==> src/rtl/vga_arb_pkg.sv <==
// rtl/vga_arb_pkg.sv - shared constants, state encoding and index helper for the VGA plot arbiter
package vga_arb_pkg;

   localparam int NUM_REQ_DEFAULT = 4;
   localparam int X_W             = 8;
   localparam int Y_W             = 7;
   localparam int COLOUR_W        = 3;

   localparam logic [0:0] IDLE = 1'b0;
   localparam logic [0:0] OWN  = 1'b1;

   localparam int REQ_SCREEN  = 0;
   localparam int REQ_MAZE    = 1;
   localparam int REQ_SPECIAL = 2;
   localparam int REQ_PLAYER  = 3;

   // Circular index step used by round-robin scans.
   function automatic int wrapInc(input int idx, input int step, input int n);
      return (idx + step) % n;
   endfunction

endpackage

==> src/rtl/rr_priority_select.sv <==
// rtl/rr_priority_select.sv - combinational round-robin pick of the first request after rrPtr
module rr_priority_select
   import vga_arb_pkg::*;
#(
   parameter int N     = NUM_REQ_DEFAULT,
   parameter int PTR_W = (N > 1) ? $clog2(N) : 1
) (
   input  logic [N-1:0]     req,
   input  logic [PTR_W-1:0] rrPtr,
   output logic             valid,
   output logic [PTR_W-1:0] winner,
   output logic [N-1:0]     oneHot
);

   logic [N-1:0] mask;

   always_comb begin
      valid  = 1'b0;
      winner = '0;
      oneHot = '0;
      mask   = '0;
      // Scan farthest-first so the nearest request after rrPtr is the final write.
      for (int k = N; k >= 1; k--) begin
         mask = N'(1) << wrapInc(int'(rrPtr), k, N);
         if (|(req & mask)) begin
            valid  = 1'b1;
            winner = PTR_W'(wrapInc(int'(rrPtr), k, N));
            oneHot = mask;
         end
      end
   end

endmodule

==> src/rtl/vga_plot_arbiter.sv <==
// rtl/vga_plot_arbiter.sv - burst-locked round-robin owner of the VGA adapter plot port
module vga_plot_arbiter #(
   parameter int NUM_REQ  = vga_arb_pkg::NUM_REQ_DEFAULT,
   parameter int X_W      = vga_arb_pkg::X_W,
   parameter int Y_W      = vga_arb_pkg::Y_W,
   parameter int COLOUR_W = vga_arb_pkg::COLOUR_W,
   parameter int TIMEOUT  = 1023
) (
   input  logic                         clock,
   input  logic                         reset,
   input  logic [NUM_REQ-1:0]           req,
   input  logic [NUM_REQ-1:0]           plot_valid,
   input  logic [NUM_REQ-1:0]           last,
   input  logic [NUM_REQ*X_W-1:0]       x_in,
   input  logic [NUM_REQ*Y_W-1:0]       y_in,
   input  logic [NUM_REQ*COLOUR_W-1:0]  colour_in,
   output logic [NUM_REQ-1:0]           grant,
   output logic                         busy,
   output logic [X_W-1:0]               vga_x,
   output logic [Y_W-1:0]               vga_y,
   output logic [COLOUR_W-1:0]          vga_colour,
   output logic                         vga_plot,
   output logic                         timeout_err
);

   import vga_arb_pkg::*;

   localparam int PTR_W = (NUM_REQ > 1) ? $clog2(NUM_REQ) : 1;
   localparam int WD_W  = $clog2(TIMEOUT + 1);

   logic [0:0]         state;
   logic [PTR_W-1:0]   owner;
   logic [PTR_W-1:0]   rrPtr;
   logic [WD_W-1:0]    wdCount;

   logic               selValid;
   logic [PTR_W-1:0]   selWinner;
   logic [NUM_REQ-1:0] selOneHot;

   logic               ownPlot;
   logic               ownLast;
   logic               ownReq;
   logic               forward;
   logic               normalRel;
   logic               abortRel;
   logic               wdExpire;
   logic               releaseNow;

   rr_priority_select #(
      .N     (NUM_REQ),
      .PTR_W (PTR_W)
   ) uSelect (
      .req    (req),
      .rrPtr  (rrPtr),
      .valid  (selValid),
      .winner (selWinner),
      .oneHot (selOneHot)
   );

   assign ownPlot = plot_valid[owner];
   assign ownLast = last[owner];
   assign ownReq  = req[owner];

   // A last pixel is forwarded even if req falls in the same cycle.
   assign forward    = ownPlot && (ownLast || ownReq);
   assign normalRel  = ownPlot && ownLast;
   assign abortRel   = !ownReq && !normalRel;
   assign wdExpire   = ownReq && !ownPlot && (wdCount == WD_W'(TIMEOUT - 1));
   assign releaseNow = normalRel || abortRel || wdExpire;

   always_ff @(posedge clock or posedge reset) begin
      if (reset) begin
         state       <= IDLE;
         owner       <= '0;
         rrPtr       <= PTR_W'(NUM_REQ - 1);
         wdCount     <= '0;
         grant       <= '0;
         busy        <= 1'b0;
         vga_x       <= '0;
         vga_y       <= '0;
         vga_colour  <= '0;
         vga_plot    <= 1'b0;
         timeout_err <= 1'b0;
      end else begin
         timeout_err <= 1'b0;
         case (state)
            IDLE: begin
               vga_plot <= 1'b0;
               if (selValid) begin
                  state   <= OWN;
                  owner   <= selWinner;
                  grant   <= selOneHot;
                  busy    <= 1'b1;
                  wdCount <= '0;
               end
            end
            OWN: begin
               vga_plot <= forward;
               if (forward) begin
                  vga_x      <= x_in[int'(owner)*X_W +: X_W];
                  vga_y      <= y_in[int'(owner)*Y_W +: Y_W];
                  vga_colour <= colour_in[int'(owner)*COLOUR_W +: COLOUR_W];
               end
               // Every release passes through IDLE, so grant always drops for a cycle.
               if (releaseNow) begin
                  state       <= IDLE;
                  grant       <= '0;
                  busy        <= 1'b0;
                  rrPtr       <= owner;
                  wdCount     <= '0;
                  timeout_err <= wdExpire;
               end else if (ownPlot) begin
                  wdCount <= '0;
               end else begin
                  wdCount <= wdCount + WD_W'(1);
               end
            end
            default: state <= IDLE;
         endcase
      end
   end

endmodule

==> config.mk <==
export PLATFORM = sky130hd
export DESIGN_NAME = vga_plot_arbiter
export DESIGN_NICKNAME = d
export VERILOG_FILES = /design/src/rtl/vga_arb_pkg.sv /design/src/rtl/rr_priority_select.sv /design/src/rtl/vga_plot_arbiter.sv
export SDC_FILE = /design/constraint.sdc
export NUM_CORES = 1
export LEC_CHECK = 0
export CAP_MARGIN = 5
export CORE_AREA = 5 5 110 81
export CTS_CLUSTER_DIAMETER = 200
export DETAILED_ROUTE_END_ITERATION = 6
export DIE_AREA = 0 0 115 86
export PLACE_DENSITY = 0.73
export SYNTH_ARGS = -nofsm -noshare
export SYNTH_HDL_FRONTEND = slang
export SYNTH_SLANG_ARGS = --single-unit
==> constraint.sdc <==
create_clock -name clock -period 2.18 [get_ports clock]
set_input_delay 0.218 -clock clock [delete_from_list [all_inputs] [get_ports clock]]
set_output_delay 0.218 -clock clock [all_outputs]
set_load 0.01 [all_outputs]
# Word level (Yosys, flattened, before mapping)
# Cells that the tools add are included.
[classes] add_sub_neg=5 reduce_logical=23 n_eq_ne=3 multipliers=2 n_mux=34 n_lt_le_gt_ge=1 n_shift=7 bitwise_logic=9
[ops] operator="1-bit by 32-bit << shifter with 4-bit output, first input constant" count=4
[ops] operator="32-bit by 6-bit variable part select with 8-bit output" count=1
[ops] operator="10-bit 2-to-1 mux" count=3
[ops] operator="28-bit by 6-bit variable part select with 7-bit output" count=1
[ops] operator="4-bit 2-to-1 mux" count=6
[ops] operator="10-bit case mux with 2 select lines" count=1
[ops] operator="4-bit AND" count=4
[ops] operator="4-bit OR reduction" count=4
[ops] operator="1-bit 2-to-1 mux" count=13
[ops] operator="12-bit by 5-bit variable part select with 3-bit output" count=1
[ops] operator="10-bit by 1-bit adder with 10-bit output, second input constant" count=1
[ops] operator="10-bit equality test, second input constant" count=1
[ops] operator="2-bit 2-to-1 mux" count=4
[ops] operator="4-bit case mux with 2 select lines" count=1
[ops] operator="2-bit AND reduction" count=4
[ops] operator="2-bit OR reduction" count=4
[ops] operator="1-bit binary-select mux with 2-bit select" count=3
[ops] operator="1-bit case mux with 2 select lines" count=3
[ops] operator="1-bit logical AND" count=5
[ops] operator="2-bit by 3-bit multiplier with 5-bit output, second input constant" count=1
[ops] operator="2-bit by 1-bit adder with 2-bit output, second input constant" count=2
[ops] operator="2-bit adder, second input constant" count=2
[ops] operator="1-bit AND, first input constant" count=4
[ops] operator="2-bit by 2-bit multiplier with 4-bit output, second input constant" count=1
[ops] operator="other kinds (6)" count=10
[word_totals] reg_bits=40 input_bits=86 out_inout_bits=25 word_cells=95

# Logic depth before layout (Yosys ltp)
# Gate-level depths: netlist of the first run.
[depth] depth_word=12 mapped_depth=9 ltp_nobuf=7

# Hierarchy
# From an unflattened synthesis of the first run, not the netlist that was laid out.
[hier_totals] hier_cells=234 area_unflattened_um2=2703.8
[by_module_without_submodules] mod="vga_plot_arbiter" n_inst=1 seq_area_each_um2=1003.5 cells_each=176 area_per_inst_um2=2306.0
[by_module_without_submodules] mod="rr_priority_select" n_inst=1 seq_area_each_um2=0.0 cells_each=58 area_per_inst_um2=397.9

# Least setup slack after synthesis of the first run
# Ideal clock, no wire load.
[synth_path] kind="register to register" from="register rrPtr[1]" to="register grant[2]" setup_time_ps=101 period_less_slack_ps=2324 t_required_ps=2079 arrival_ps=2223 slack_ps=-144 n_path_buf=1 stages_incl_launch_ff=9 path_cell_list="dfstp_2 inv_1 ha_1 buf_2 a222oi_1 o211a_1 nand4b_2 and2_4 o32ai_1"
[synth_via] elab_chain_cells=12 elab_cells_between_ends=36 classes_between="add/sub (4); eq/ne (1); shift (4); mux (10); bitwise (8); reduce/logical (9)"
[synth_rtl] element="start: declaration" line="vga_plot_arbiter.sv:33" text="logic [PTR_W-1:0] rrPtr;"
[synth_rtl] element="start signal: assignment" line="vga_plot_arbiter.sv:75" text="rrPtr <= PTR_W'(NUM_REQ - 1);"
[synth_rtl] element="start signal: assignment" line="vga_plot_arbiter.sv:109" text="rrPtr <= owner;"
[synth_rtl] element="2-bit by 1-bit adder with 2-bit output" line="vga_arb_pkg.sv:19" text="return (idx + step) % n;"
[synth_rtl] element="2-bit OR reduction (no source line)"
[synth_rtl] element="1-bit AND (no source line)"
[synth_rtl] element="1-bit by 32-bit << shifter with 4-bit output" line="rr_priority_select.sv:24" text="mask = N'(1) << wrapInc(int'(rrPtr), k, N);"
[synth_rtl] element="4-bit AND" line="rr_priority_select.sv:25" text="if (|(req & mask)) begin"
[synth_rtl] element="4-bit OR reduction" line="rr_priority_select.sv:25"
[synth_rtl] element="4-bit 2-to-1 mux / 1-bit 2-to-1 mux (equally long branches) (4 in a row)" line="rr_priority_select.sv:25"
[synth_rtl] element="4-bit 2-to-1 mux / 2-bit != test (equally long branches)"
[synth_rtl] element="4-bit case mux with 2 select lines / 2-bit AND reduction (equally long branches)"
[synth_rtl] element="end signal: assignment" line="vga_plot_arbiter.sv:92" text="grant <= selOneHot;"
[synth_rtl] element="end: declaration" line="vga_plot_arbiter.sv:17" text="output logic [NUM_REQ-1:0] grant,"
# Several ways; a longest one is shown, not always the timed one. The select of a mux whose other input is x is not followed.
# A chain may end at the register's enable or synchronous reset.

# Final worst setup path of the first run
[layout_path] from="register rrPtr[1]" to="register grant[0]"
# Same word-level chain as after synthesis.

==> metrics list, run 1 <==
- Outcome: finished, final reports clean
- The first global-routing pass estimated about 12 mm of wire.
- Power density cells: 1340 mW/mm^2
- Among all cell types in the netlist, the one instantiated most often is dfrtp_1.
- Post-route total power: about 6.0 mW
* Number of storage elements in the synthesis netlist: 40
- After detailed routing, the average wire length per cell comes to ~17 um.
- The critical path goes through inv_4, ha_4, a222oi_1, buf_4, a21boi_4, buf_6, buf_6, nor2_1, o32ai_2.
- When the netlist entered floorplanning its net count stood at between 300 and 400.
- The routed design could run at a clock period as short as ~2.2 ns.
* Share of the yosys chip area belonging to registers: between 30% and 40%
- Once the floorplan was initialized, standard cells occupied 34.1% of the core.
- With fillers left out, the area of the finished cells amounts to ~0.0045 sq mm.
- Once placement finished, the instance area stood at around 0.0041 sq mm.
- Clock skew on the completed layout was measured at about 0.0042 ns.
- Storage element area: approximately 0.001 sq mm
- Pin count of the biggest net entering global routing: 41
- Critical Path End Type: flip-flop
- The worst setup path is launched from a flip-flop.
* Number of endpoints failing setup at the final stage: 0
- Cell repeated most along the worst path: buf_6
- Post-synthesis xor/xnor area fraction: less than 1%
* RSZ-0062 raised after global routing: true
* Remaining global-route overflow: 0
- Via count of the first global-routing pass: around 2.6k
- Of all nets on the critical path, the largest fanout is 6.
* Switching Share: between 30% and 40%
* Diode count: 0
- Post-synthesis compound-gate area fraction: around 15%
- The slowest stage of the critical path belongs to the cell dfstp_2.
* Cell-internal power: around 3.7 mW
- Max-Slew Margin vs Limit: between 50% and 60%
* Die height: roughly 86 um
- Max-cap violations in this run came to 0.
* Number of rows created at floorplan: 27
- Ranking of synthesized cells by area: dfrtp_1, mux4_2, mux2_2
- Post-Synth Adder-Cell Area: 2.86%
* Psw: around 2.3 mW
- TritonCTS created 5 clock buffers.
* Mux cell area share after synthesis: between 20% and 30%
- LEAKAGE: 1.83 nW
* Gp weighted congestion: around 0.84
- Count of final max-slew check failures: 0
- No sink is reached through more buffers than the 2 on the longest clock path.
- Arrival time of the worst setup path: about 2.4 ns
- Timing would allow up to 0.459 GHz.
- Of the total power, the clock network draws 7.9%.
- Counting flops with an async set or reset pin after synthesis yields a share of 100%.
- The initial antenna violation count was 0.
* H-tree level count: 2
- Basic-gate share of the synthesized area counting and, or, nand and nor cells: 11.4%
- Main synth FF type: dfrtp_1
* Clock latency on the worst-skew pair: approximately 0.28 ns
- Core Region: 0.00770 sq mm
- The worst-case IR drop observed on VDD is just over 0.0006 V.
* Fraction of the cycle the final worst path needs: 100%
* Final hold vios: 0
- Root buffer cell: clkbuf_8
- After detailed routing, the number of remaining DRC violations is 0.
* Total Routed Length: 8.25 mm
* Synth top area share: a little over a third
- The critical path in this run is classified as reg2reg.
- During placement, the flow inserted port buffers numbering 110.
* Global routing usage summed across all routing layers: between 10% and 20%
* Main combinational cell family by area after synthesis: multiplexers
- Number of nets in the layout: 470
* Width of the die: 115 um
- # IOs: 111
- The netlist uses between 40 and 50 different library cells.
* Via count of the routed design: roughly 2.5k
- Using the TritonRoute via totals, the vias-per-cell ratio works out to ~5.2.
* Path type of the worst min-delay path: in2async
- Layout-stage area growth over the synthesis result: 69.5%
- Top delay family on crit path: compound AO/OA/AOI/OAI gates
* Hold Buf Count CTS: 0
- Yosys printed 0 warnings.
- In the final layout, the share of cells above drive strength 1 is around 35%.
- Drt initial violations: 84
- Comb power frac: 71.5%
* TritonCTS clock tree: built
* Cell Area, Synth: about 0.0026 sq mm
- On the worst path, the slowest cell contributes a delay of around 0.6 ns.
* Post-synthesis average cell area: 11.8 sq um
- Drt pass-1 iters: 4
- Area of the die: just under 0.01 sq mm
- The multi-input combinational cells in the finished layout cover a total of about 0.0017 sq mm.
- Transition time at the pin with the least slew margin: 0.709 ns
- Cell types with the highest counts after synthesis: dfrtp_1, mux4_2, mux2_2
- DPL Wire Length: ~6.3 mm
* Routed Antenna Nets: 0
- Together, buffers and inverters on the worst path number 4.
- Synthesis produced ~220 cells.
- Largest area contributor in the synthesized netlist: dfrtp_1
* Sequential group share of total power: just over 20%
- STA puts the critical path data required time at 2.37 ns.
* Fillcell total: around 640
- Clk slew on worst S/H paths: 0.07 ns
- CTS saw 40 sinks.
- Number of enable flip-flop cells after synthesis: 0
## state kept, by name (all words and copies together), names as in the netlist, 2 cells and up
signal	flops
owner	2
grant	4
vga_colour	3
wdCount	10
rrPtr	2
vga_x	8
vga_y	7
## stage by stage
step | util, % | hold slack [ns] | setup WS, ns | std cells | TNS (ns)
after global routing | 57.8 | 0.398 | -0.120 | 480 | -0.903
after detailed placement | 53.3 | 0.492 | -0.287 | 458 | -2.53
final | 57.8 | 0.354 | 0.000392 | 480 | 0
after global placement | 53.3 | 0.487 | -0.243 | 458 | -1.95
after floorplan | - | 0.434 | -0.124 | 223 | -0.801
after CTS | 55.1 | 0.373 | -0.0238 | 468 | -0.0464
## layout make-up
class / instances / area share (%)
inverter: 10 / 0.955
timing repair buffer: 160 / 34.0
multi-input combinational: 161 / 37.8
sequential: 40 / 22.5
clock buffer: 7 / 1.71
clock inverter: 1 / 0.112
tap: 101 / 2.84
## tightest hold or removal path: stages
cell             delay [ns]
clkdlybuf4s50_1        0.40
inv_1                  0.05
buf_4                  0.43
## cell usage in the layout, fill, tap and decap left out, drive strengths merged, types with 3 or more instances in the layout
cell type	n
nor2	13
a21oi	10
nand2	16
clkbuf	7
dfrtp	38
and3	4
nand3	4
and2	4
inv	10
nand4	3
a22o	7
nand2b	3
ha	6
a31oi	5
mux2	20
mux4	21
nor3	3
a22oi	3
o21ai	5
buf	50
a221oi	3
o32ai	4
clkdlybuf4s50	110
## layer usage
| layer | part of all wire, % | global-route usage, % | up-vias |
|---|---|---|---|
| met5 | 0 | 0 | - |
| met2 | 50 | 26.6 | 94 |
| met3 | 9.7 | 7.48 | 14 |
| li1 | - | - | 1181 |
| met4 | 2.0 | 4.37 | 0 |
| met1 | 39 | 18.2 | 1229 |
## power groups by stage
stage	Clock, mW	Sequential (mW)	Combinational (mW)
after CTS	0.484	1.22	3.77
after global placement	0	1.23	3.56
final	0.472	1.23	4.28
after floorplan	0	1.33	2.09
after global routing	0.518	1.27	4.62
after detailed placement	0	1.25	3.62
## cells by family (layout without fill, tap and decap cells)
family,Yosys count,in the layout
buf+inv,22,178
compound gates,53,53
simple gates,56,56
xor+xnor,3,3
fa+ha+maj,6,6
flops,40,40
mux,43,43
## final timing paths
path	end	slack (ns)	cells past startpoint	startpoint
max	grant[0]	0.0004	9	rrPtr[1]
min	vga_x[3]	0.35	3	reset
max reg2reg	grant[0]	0.0004	9	rrPtr[1]
min reg2reg	vga_x[1]	0.50	1	vga_x[1]
max in group asynchronous	owner[0]	1.46	3	reset
min in group clock	vga_x[1]	0.50	1	vga_x[1]
## what timing repair did
item / in CTS / in global routing
pin swaps: 0 / 19
endpoints found under the setup margin: 18 / 18
setup buffers: 2 / 12
resized for setup: 8 / 25
(Power assumes the default switching activity.)
==> run 2, diff against run 1 <==
--- a/config.mk
+++ b/config.mk
@@ -5,11 +5,12 @@
 export SDC_FILE = /design/constraint.sdc
 export NUM_CORES = 1
 export LEC_CHECK = 0
+export ABC_CLOCK_PERIOD_IN_PS = 2180
 export CAP_MARGIN = 5
-export CORE_AREA = 5 5 110 81
+export CORE_AREA = 2 2 107 78
 export CTS_CLUSTER_DIAMETER = 200
 export DETAILED_ROUTE_END_ITERATION = 6
-export DIE_AREA = 0 0 115 86
+export DIE_AREA = 0 0 109 80
 export PLACE_DENSITY = 0.73
 export SYNTH_ARGS = -nofsm -noshare
 export SYNTH_HDL_FRONTEND = slang
==> run 2 against run 1 <==
  * Final area up 0.84%
  * Flip-flop and latch count stayed put
  * Register-to-register slack is essentially flat
  * Critical path depth stayed put
  * Non-clock buffer count decreased by 7
  * Clock-buffer cell count decreased by 2
  * Sequential power about the same
  * Clock skew up 0.0026 ns
  * Worst hold slack lost 0.014 ns
  * Wire length is 8.2% lower
  * Largest power group unchanged
==> metrics list, run 2 (synthesized netlist as in run 1, its figures left out) <==
- The run finished with clean final reports.
- Top delay family on crit path: flip-flops
- DRC violations left: 0
* Sequential group share of total power: between 20 and 25%
* Via count of the first global-routing pass: ~2.6k
* H-tree level count: 2
- The register with the most flip-flops in the layout has 10 of them.
- Layout-stage area growth over the synthesis result: 70.9%
* Remaining global-route overflow: 0
* Clk slew on worst S/H paths: about 0.090 ns
- The worst setup path is launched from a flip-flop.
- Hold Buf Count CTS: 0
- Worst Setup Path Type: reg2reg
- The startpoint identified for the worst register-to-register timing path is rrPtr[1].
- Avg WL per Cell: ~16 um
- Diode count: 0
* Clock buffers created by TritonCTS: 5
- After floorplanning, the core was divided into 27 placement rows.
- Psw: ~2.4 mW
- Across the routed clock network, the largest skew measured is 0.00679 ns.
- The die is between 100 and 150 um wide.
- The design draws between 6 and 7 mW.
- Transition time at the pin with the least slew margin: a little over 0.5 ns
- Path type of the worst min-delay path: in2async
* Root buffer cell: clkbuf_8
- The largest registers in the layout are wdCount (10), vga_x (8), vga_y (7).
* Placement-stage cell area: just over 0.004 sq mm
* Total number of clock tree sinks: 40
* Number of cells on the worst reg-to-reg path: 9
- Top achievable clock speed: 0.459 GHz
- Cells fill approximately three fifths of the core in the end.
- After the first detailed-routing iteration, the DRC count stood at 81.
* # IOs: 111
* Crit Reg-Reg Endpoint: owner[0]
- On the final layout, the worst hold slack is 0.340 ns.
- Net switching is 38.3% of the power.
- Non-filler cells, final: roughly 470
- Fraction of the cycle the final worst path needs: ~100%
- Once the floorplan was initialized, standard cells occupied 34.3% of the core.
* Drt pass-1 iters: 5
* Total Routed Length: between 7 and 8 mm
- In the final layout, the share of cells above drive strength 1 is around a third.
- TritonCTS built the clock tree.
- Once layout is done, the placed cells without fillers occupy approximately 0.0045 sq mm.
- The analysis attributes to cell leakage a power of around 1.8 nW.
- Max-Slew Margin vs Limit: around 66%
- Setup violations remaining at the end of the flow were counted as 0.
- Number of nets in the layout: 463
* Largest driver fanout on the critical path: 7
- Placed cells: around 460
- Arrival time of the worst setup path: around 2.4 ns
* Fillcell total: 630
* Register-to-Register Setup Slack: 0.003 ns
- Before CTS, the worst setup slack after placement is -0.0590 ns.
* Die height: 80 um
* Post-DR vias/cell: roughly 5.3
* Worst IR drop on VDD: between 0.0006 and 0.0007 V
- The final hold violation count was 0.
- For this run, the slowest stage of the critical path takes slightly below 0.6 ns.
- Comb power frac: about 70%
* Fraction of power consumed by the clock network: between 10% and 20%
* Power density cells: about 1400 mW/mm^2
* Area of the die: 0.00872 sq mm
* Pin count of the biggest net entering global routing: 41
- The core region is between 0.007 and 0.008 sq mm.
* DPL Wire Length: about 5.7 mm
* Required time reported for the critical path endpoint: 2.37 ns
- Number of logic stages on the critical path including buffering: 9
- Via count of the routed design: about 2.5k
* Global routing usage summed across all routing layers: between 10% and 20%
- Max-cap viol count: 0
- STA classifies the critical path endpoint as a flip-flop.
* Most frequent standard cell in the layout excluding fill and tap cells: clkdlybuf4s50_1
- Max Root-Sink Buffers: 2
- Antenna violations before repair: 0
- Counting flops per register, the top entry is wdCount.
- The number of slew-limit violations in the final report was 0.
* Worst Setup Slack, final: 0.00297 ns
* Routed Antenna Nets: 0
- For the final routed database, the setup TNS stands at 0 ns.
- Gp weighted congestion: between 0.9 and 1
- Cell internal power was estimated by the tool at between 3 and 4 mW.
- The critical path goes through buf_4, ha_2, buf_4, nand2_1, and2_4, buf_6, a31o_4, and2_4, a31o_4.
* RSZ-0062 raised after global routing: true
- After layout, the minimum clock period comes to about 2.2 ns.
- In this run the tool buffered the top-level ports with 110 buffer cells.
* Clock latency on the worst-skew pair: 0.29 ns
- Most frequent cells in the layout: clkdlybuf4s50_1, dfrtp_1, buf_4, mux4_2, mux2_2
* Global-route wire length before repair: 12.2 mm
* Crit-path slowest cell: dfstp_2
- Total buffers and inverters traversed by the critical path: 3
run 2: layout make-up:
cell class	count	area, sq um	share of cell area, %
Tap cell	101	126	2.81
Sequential cell	40	1000	22.3
Clock inverter	3	47.5	1.06
Clock buffer	5	68.8	1.53
Multi-Input combinational cell	161	1740	38.8
Inverter	10	42.5	0.947
Timing Repair Buffer	153	1460	32.5
run 2: how the worst max path moves through the flow:
| stage | startpoint | endpoint | slack [ns] |
|---|---|---|---|
| global placement | plot_valid[3] | rrPtr[1] | -0.0005 |
| detailed placement | rrPtr[1] | owner[0] | -0.06 |
| global route | rrPtr[0] | grant[1] | -0.09 |
| CTS | rrPtr[1] | grant[3] | -0.01 |
| floorplan | rrPtr[1] | grant[2] | -0.12 |
| finish | rrPtr[1] | owner[0] | 0.003 |
run 2: power groups by stage:
| stage | clock network [mW] | logic (mW) | registers [mW] |
|---|---|---|---|
| global route | 0.681 | 4.65 | 1.30 |
| detailed placement | 0 | 3.57 | 1.26 |
| CTS | 0.645 | 3.67 | 1.25 |
| global placement | 0 | 3.51 | 1.25 |
| finish | 0.626 | 4.33 | 1.26 |
| floorplan | 0 | 2.09 | 1.33 |
run 2: per-layer routing:
| layer | wire length [um] | part of all wire, % | track usage (%) | up-vias |
|---|---|---|---|---|
| li1 | - | - | - | 1160 |
| met1 | 3000 | 40 | 22.4 | 1211 |
| met2 | 3810 | 50 | 28.6 | 102 |
| met3 | 666 | 8.8 | 7.27 | 11 |
| met4 | 93 | 1.2 | 5.00 | 0 |
| met5 | 0 | 0 | 0 | - |
run 2: repair_timing:
| action | 4_1_cts | 5_1_grt |
|---|---|---|
| gates resized for setup | 4 | 32 |
| setup endpoints to repair | 14 | 19 |
| pin swaps | 3 | 18 |
| hold endpoints to repair | 0 | 0 |
| buffers inserted | 2 | 8 |
run 2: worst min-delay path, cell delays in order:
cell,delay [ns]
clkdlybuf4s50_1,0.40
inv_1,0.05
buf_4,0.42
